### config.mk
export PLATFORM = sky130hd
export DESIGN_NAME = mem_addr_router
export DESIGN_NICKNAME = d
export VERILOG_FILES = /design/src/rtl/mem_addr_router.sv
export SDC_FILE = /design/constraint.sdc
export NUM_CORES = 1
export LEC_CHECK = 0
export ABC_CLOCK_PERIOD_IN_PS = 4200
export BUFFER_PORTS_ARGS = -buffer_cell sky130_fd_sc_hd__buf_2
export CAP_MARGIN = 20
export CORE_AREA = 2 2 223 225
export DETAILED_ROUTE_END_ITERATION = 10
export DIE_AREA = 0 0 225 227
export PLACE_DENSITY = 0.31
export SLEW_MARGIN = 20
export SYNTH_ARGS = -nofsm -noshare
export SYNTH_HDL_FRONTEND = slang
export SYNTH_SLANG_ARGS = --single-unit
### constraint.sdc
create_clock -name clk -period 4.2 [get_ports clk]
set_input_delay 0.42 -clock clk [delete_from_list [all_inputs] [get_ports clk]]
set_output_delay 0.42 -clock clk [all_outputs]
set_load 0.01 [all_outputs]
### src/rtl/mem_addr_router.sv
// Steers processor requests to main memory or the peripheral server by address.
// Responses return in request order via a 1-bit destination FIFO.
module mem_addr_router #(
   parameter int          p_payload_bits = 78,
   parameter int          p_resp_bits    = 78,
   parameter logic [31:0] p_periph_base  = 32'hF0000000,
   parameter logic [31:0] p_periph_mask  = 32'hF0000000,
   parameter int          p_max_inflight = 4
) (
   input  logic                      clk,
   input  logic                      rst,
   input  logic                      req_val,
   output logic                      req_rdy,
   input  logic [31:0]               req_addr,
   input  logic [p_payload_bits-1:0] req_payload,
   output logic                      mem_req_val,
   input  logic                      mem_req_rdy,
   output logic [31:0]               mem_req_addr,
   output logic [p_payload_bits-1:0] mem_req_payload,
   output logic                      per_req_val,
   input  logic                      per_req_rdy,
   output logic [31:0]               per_req_addr,
   output logic [p_payload_bits-1:0] per_req_payload,
   input  logic                      mem_resp_val,
   output logic                      mem_resp_rdy,
   input  logic [p_resp_bits-1:0]    mem_resp_msg,
   input  logic                      per_resp_val,
   output logic                      per_resp_rdy,
   input  logic [p_resp_bits-1:0]    per_resp_msg,
   output logic                      resp_val,
   input  logic                      resp_rdy,
   output logic [p_resp_bits-1:0]    resp_msg,
   output logic [$clog2(p_max_inflight+1)-1:0] inflight
);

   localparam int CW = $clog2(p_max_inflight + 1);
   localparam int PW = (p_max_inflight > 1) ? $clog2(p_max_inflight) : 1;
   localparam logic [CW-1:0] MAX_CNT  = CW'(p_max_inflight);
   localparam logic [PW-1:0] LAST_PTR = PW'(p_max_inflight - 1);

   logic [p_max_inflight-1:0] dst_q, dst_d;
   logic [PW-1:0]             wr_ptr_q, wr_ptr_d;
   logic [PW-1:0]             rd_ptr_q, rd_ptr_d;
   logic [CW-1:0]             cnt_q, cnt_d;

   logic is_per;
   logic full;
   logic empty;
   logic head;
   logic req_fire;
   logic resp_fire;

   assign is_per    = ((req_addr & p_periph_mask) == p_periph_base);
   assign full      = (cnt_q == MAX_CNT);
   assign empty     = (cnt_q == '0);
   assign head      = dst_q[rd_ptr_q];
   assign req_fire  = req_val & req_rdy;
   assign resp_fire = resp_val & resp_rdy;
   assign inflight  = cnt_q;

   // Request steering: fan address/payload out, qualify val by target and space
   always_comb begin
      mem_req_addr    = req_addr;
      mem_req_payload = req_payload;
      per_req_addr    = req_addr;
      per_req_payload = req_payload;
      mem_req_val     = req_val & ~is_per & ~full;
      per_req_val     = req_val & is_per & ~full;
      req_rdy         = ~full & (is_per ? per_req_rdy : mem_req_rdy);
   end

   // Response steering: only the source recorded at the FIFO head may pass
   always_comb begin
      resp_val     = 1'b0;
      resp_msg     = mem_resp_msg;
      mem_resp_rdy = 1'b0;
      per_resp_rdy = 1'b0;
      if (!empty) begin
         if (head) begin
            resp_val     = per_resp_val;
            resp_msg     = per_resp_msg;
            per_resp_rdy = resp_rdy;
         end else begin
            resp_val     = mem_resp_val;
            resp_msg     = mem_resp_msg;
            mem_resp_rdy = resp_rdy;
         end
      end
   end

   // Ordering tracker next state: push on request fire, pop on response fire
   always_comb begin
      dst_d    = dst_q;
      wr_ptr_d = wr_ptr_q;
      rd_ptr_d = rd_ptr_q;
      cnt_d    = cnt_q;
      if (req_fire) begin
         dst_d[wr_ptr_q] = is_per;
         wr_ptr_d = (wr_ptr_q == LAST_PTR) ? '0 : wr_ptr_q + 1'b1;
      end
      if (resp_fire) begin
         rd_ptr_d = (rd_ptr_q == LAST_PTR) ? '0 : rd_ptr_q + 1'b1;
      end
      unique case ({req_fire, resp_fire})
         2'b10:   cnt_d = cnt_q + 1'b1;
         2'b01:   cnt_d = cnt_q - 1'b1;
         default: cnt_d = cnt_q;
      endcase
   end

   // Tracker state registers, cleared by synchronous reset
   always_ff @(posedge clk) begin
      if (rst) begin
         dst_q    <= '0;
         wr_ptr_q <= '0;
         rd_ptr_q <= '0;
         cnt_q    <= '0;
      end else begin
         dst_q    <= dst_d;
         wr_ptr_q <= wr_ptr_d;
         rd_ptr_q <= rd_ptr_d;
         cnt_q    <= cnt_d;
      end
   end

endmodule

======== Word-level counts from Yosys, hierarchy flattened ========
Cells that the tools add are included.
W data, S select, Z words.
word-level totals
  bits in writable memories ............... 0
  bits in latches ......................... 0
  register bits ........................... 11
  memory bits (read-only) ................. 0
  logic and storage cells ................. 46
  input port bits ......................... 274
  memories ................................ 0
  output and inout bits ................... 307
operators by class
  shift operators ......................... 0
  multipliers ............................. 0
  equal/unequal tests ..................... 6
  add/sub/neg operators ................... 4
  bitwise operators ....................... 9
  muxes and demuxes ....................... 17
  divide/modulo/power cells ............... 0
  reduce and logical (&&, ||, !) cells .... 3
  magnitude comparators ................... 3
operator list
  cell                   number
  $mux W78               2
  $mux W1                9
  $and A1 B1 Y1          7
  $eq A2 B2 Y1 const B   3
  $lt A2 B3 Y1 const B   2
  $pmux W3 S2            1
  $add A2 B1 Y2 const B  2
  $bwmux W4              1
  $eq A4 B4 Y1 const B   1
  $mux W2                2
  $add A3 B1 Y3 const B  1
  $eq A3 B3 Y1 const B   1
  $logic_not A3 Y1       1
  $sub A3 B1 Y3 const B  1
  $bmux W1 S2            1
  $demux W1 S2           1
  $eq A2 B1 Y1 const B   1
  $ge A2 B1 Y1 const B   1
  $not A1 Y1             2
  $reduce_bool A2 Y1     1
  $logic_and A1 B1 Y1    1

======== Depth between registers and ports, before layout ========
  depth in word-level cells ............... 7
  mapped depth ............................ 10

======== Worst setup path after synthesis ========
OpenSTA, ideal clock, no wires.
  path type ............................... register -> register
  start point ............................. register rd_ptr_q[0]
  end point ............................... register cnt_q[2], in the netlist inflight[2]
  slack ................................... 1,694 ps
  arrival time ............................ 2,435 ps
  cell stages (with the launch flop) ...... 9
  period minus slack after synthesis ...... 2,506 ps
  cells stage by stage .................... dfxtp_1 mux4_2 mux2i_2 ha_1 inv_1 fa_1 xor2_1 or3_1 a21oi_1
between the ends
  word-level cells in the longest chain between the ends .. 7
RTL lines
  what                                               RTL line  source
  from (decl)                                        43        logic [PW-1:0] rd_ptr_q, rd_ptr_d;
  from (signal assigned)                             121       rd_ptr_q <= rd_ptr_d;
  $bmux W1 S2 (*)                                    56        assign head = dst_q[rd_ptr_q];
  $mux W1 (not written as such) (*)                  56
  $mux W1 (*)                                        79        if (head) begin
  $mux W1 (*)                                        78        if (!empty) begin
  $and A1 B1 Y1 (*)                                  58        assign resp_fire = resp_val & resp_rdy;
  via resp_fire                                      51        logic resp_fire;
  $eq A2 B1 Y1 or $eq A2 B2 Y1 (tied branches)       104       unique case ({req_fire, resp_fire})
  $pmux W3 S2 or $reduce_bool A2 Y1 (tied branches)  n/a
  to (signal assigned)                               122       cnt_q <= cnt_d;
  to (decl)                                          44        logic [CW-1:0] cnt_q, cnt_d;
The timed path passes the listed nets; every way through them passes the cells marked *. The select of a mux whose other input is x is not followed.
A chain may end at the register's enable or synchronous reset.

======== Final worst setup path ========
  start point ............................. register rd_ptr_q[0]
  end point ............................... output resp_msg[64]
between the ends
  word-level cells in the longest chain between the ends .. 4
RTL lines
  what                           RTL line  source
  $bmux W1 S2                    56
  $mux W1 (not written as such)  56
  $mux W78                       79
  $mux W78                       78
  to (decl)                      32        output logic [p_resp_bits-1:0] resp_msg,
No other way between the ends. The select of a mux whose other input is x is not followed.

==> reports/metrics.yaml <==
route:
  num_vias: 2580
  dr.pass1.iters: 4
  ant_nets: 0
  drt_iter0_drc: 68
  drcViolationCount: 0
  wirelength_microns: 12100
  wl_per_cell_microns: 11.5
  via_per_inst: 2.46
final_layout:
  drive_above_1_share: 0.829
  final_nets: 710
  synthToLayoutAreaGrowth_pct: 13.7
  fill_cells: 5657
  insertedDiodeCount: 0
  final_util: 0.0797
timing:
  fmax_mhz: 341
  slew_headroom: 0.666
  setup-tns-final_ns: 0
  setup_violations: 0
  rsz0062_at_grt: "false"
  drv_slew: 0
  period_needed_ns: 2.94
  worst_slew_pin_slew_ns: 0.501
  period_share: 0.699
  hold_violations: 0
  finClkSkew_ns: 0.00221
pwr:
  p_seq_frac: 0.216
  switchingPower_uw: 171
  p_sw_frac: 0.309
  intPower_uw: 382
  leakage_uw: 0.00182
  power_frac_comb: 0.468
  ir_drop_mv: 0.115
  power_frac_clock: 0.316
  powerDensity_mw_per_mm2: 143
placement:
  gp_congestion: 0.633
  dp_hpwl_microns: 10600
  portBuffers: 262
clock_network:
  cts_resized: 0
  clk_latency_ns: 0.24
  cts-root-buf: "clkbuf_16"
  post-cts-setup-buffer-count: 0
  clk_pin_slew_worst_paths_ns: 0.04
  cts_hold_buf: 0
  htreeDepth: 1
  cts_tree: "yes"
  numClockSinks: 11
  cts_buffers: 3
  clock_path_buffers: 2
worst_setup_path:
  endpoint_kind: "output port"
  reg2reg_slack_ns: 1.51
  required_ns: 3.78
  path_class: "register to output port"
  crit_family: "multiplexers"
  crit_buf_inv: 2
  max_stage_delay_ns: 0.62
  critPathLaunchType: "register"
  worstPathCellList: "mux4_2 -> nand2_4 -> buf_12 -> mux2_2 -> buf_2"
  crit_path_max_fanout: 32
  crit_slowest_cell: "mux4_2"
  crit_arrival_ns: 2.52
synth:
  synth_cells: 387
  synth_async_sr_flop_share: 0
  yosysSeqAreaShare: 0.0647
  yosys.cell_types.count: 32
  synth-edff-count: 0
  syn_avg_cell_area_sq_um: 8.80
  syn_area_sq_mm: 0.00341
  synth_seq_cells: 11
  synth_warnings: 0
  synth_ff_type: "dfxtp_1"
  syn_nets: 668
die:
  dieHeight_microns: 227
  start_util: 0.0702
  coreArea_sq_mm: 0.0485
  fp-row-count: 81
  die_w_microns: 225
  dieArea_sq_mm: 0.0511
  num_io_pins: 581
global_routing:
  grt_pass1_vias: 2436
  grt_max_degree: 33
  antenna_found_initial: 0
  grtUsageTotal: 0.0395
  overflow: 0
  grt_pass1_wl_microns: 14900
min_path:
  hold_path_class: "primary input to register"
status:
  status: "complete, no violations"
job:
  drv_cap: 0
[worst reg2reg max path: cells and delay by family, from the launching register on]
kind | cells | cell delay, ns
muxes | 2 | 0.95
adders and majority gates | 2 | 0.62
DFF | 1 | 0.39
and+or+nand+nor | 1 | 0.30
xor gates and xnor gates | 1 | 0.16
AOI/OAI and AO/OA | 1 | 0.13
buffers and inverters | 1 | 0.06
[path summary, 6_finish.rpt]
path                                               start                        to  depth (start not counted)
worst max-delay path            rd_ptr_q[0]$_SDFFE_PP0P_              resp_msg[64]                          5
worst min-delay path                                 rst  rd_ptr_q[1]$_SDFFE_PP0P_                          2
worst max register to register  rd_ptr_q[0]$_SDFFE_PP0P_  inflight[2]$_SDFFE_PP0P_                          8
worst min register to register  wr_ptr_q[1]$_SDFFE_PP0P_  wr_ptr_q[1]$_SDFFE_PP0P_                          2
[state kept, by name (all words and copies together), names as in the netlist]
name and flops:
rd_ptr_q 2, dst_q 4, inflight 3, wr_ptr_q 2
[through the flow]
stage	instance area, sq um	worst slack (ns)	hold WS [ns]	std cells	total power (uW)
after CTS	3870	1.19	0.521	1050	563
after global routing	3870	1.12	0.543	1050	588
after detailed placement	3790	1.45	0.517	1046	383
final	3870	1.26	0.512	1050	553
after global placement	3790	1.48	0.518	1046	385
after floorplan	3410	1.69	0.487	387	449
[placed cells by master (no fill, tap or decap), types with 3 or more instances in the layout]
cell       Yosys  layout
a21oi_1        4       4
dfxtp_1       11      11
nor2b_1        4       4
buf_4        225       4
mux2_4        20      20
nand3_1        4       4
mux2_2        59      59
o21ai_0       11      11
nor2_1         8       8
ha_1           6       6
mux2i_1        3       3
inv_1          5       5
buf_2          1     262
clkbuf_16      0       3
[synth_stat cells (2+ instances only)]
cell type,instances,area [sq um]
buf_12,2,40.0
nand3_1,4,20.0
dfxtp_1,11,220
a21oi_1,4,20.0
nand2_1,2,7.51
o311ai_0,2,17.5
nor2_1,8,30.0
buf_4,225,1690
nor2b_1,4,25.0
and3_1,2,12.5
mux2_4,20,300
mux2i_1,3,30.0
inv_1,5,18.8
o21ai_0,11,55.1
mux2_2,59,664
xor2_1,2,17.5
or3_1,2,12.5
ha_1,6,75.1
or3b_2,2,17.5
[kinds of logic after synthesis]
| logic type | share of synthesized area |
|---|---|
| AND/OR/NAND/NOR | 0.0503 |
| buffers and inverters | 0.520 |
| flip-flops | 0.0647 |
| adder cells (fa/ha/maj) | 0.0279 |
| multiplexers | 0.303 |
| AO/OA/AOI/OAI | 0.0290 |
| XOR/XNOR | 0.00514 |
[routing by layer]
layer | up-vias | GRT usage | wire, microns
li1 | 1137 | - | -
met5 | - | 0 | 0
met1 | 1056 | 0.0405 | 4210
met3 | 83 | 0.0245 | 1980
met2 | 304 | 0.0542 | 4930
met4 | 0 | 0.0391 | 1010
[power by group through the flow]
stage / Clock [uW] / Combinational (uW) / Sequential, uW
final: 175 / 259 / 119
after global routing: 185 / 283 / 120
after floorplan: 0 / 329 / 120
after global placement: 0 / 263 / 121
after CTS: 181 / 263 / 119
after detailed placement: 0 / 262 / 121
[cell type report]
| class | count | area, sq um | share of cell area |
|---|---|---|---|
| well taps | 622 | 778 | 0.201 |
| inverters | 5 | 18.8 | 0.00485 |
| flip-flops and latches | 11 | 220 | 0.0569 |
| clock buffers | 4 | 78.8 | 0.0204 |
| repair buffers | 267 | 1360 | 0.352 |
| multi-input cells | 141 | 1410 | 0.365 |
No activity file was read; power rests on OpenSTA's default activity.
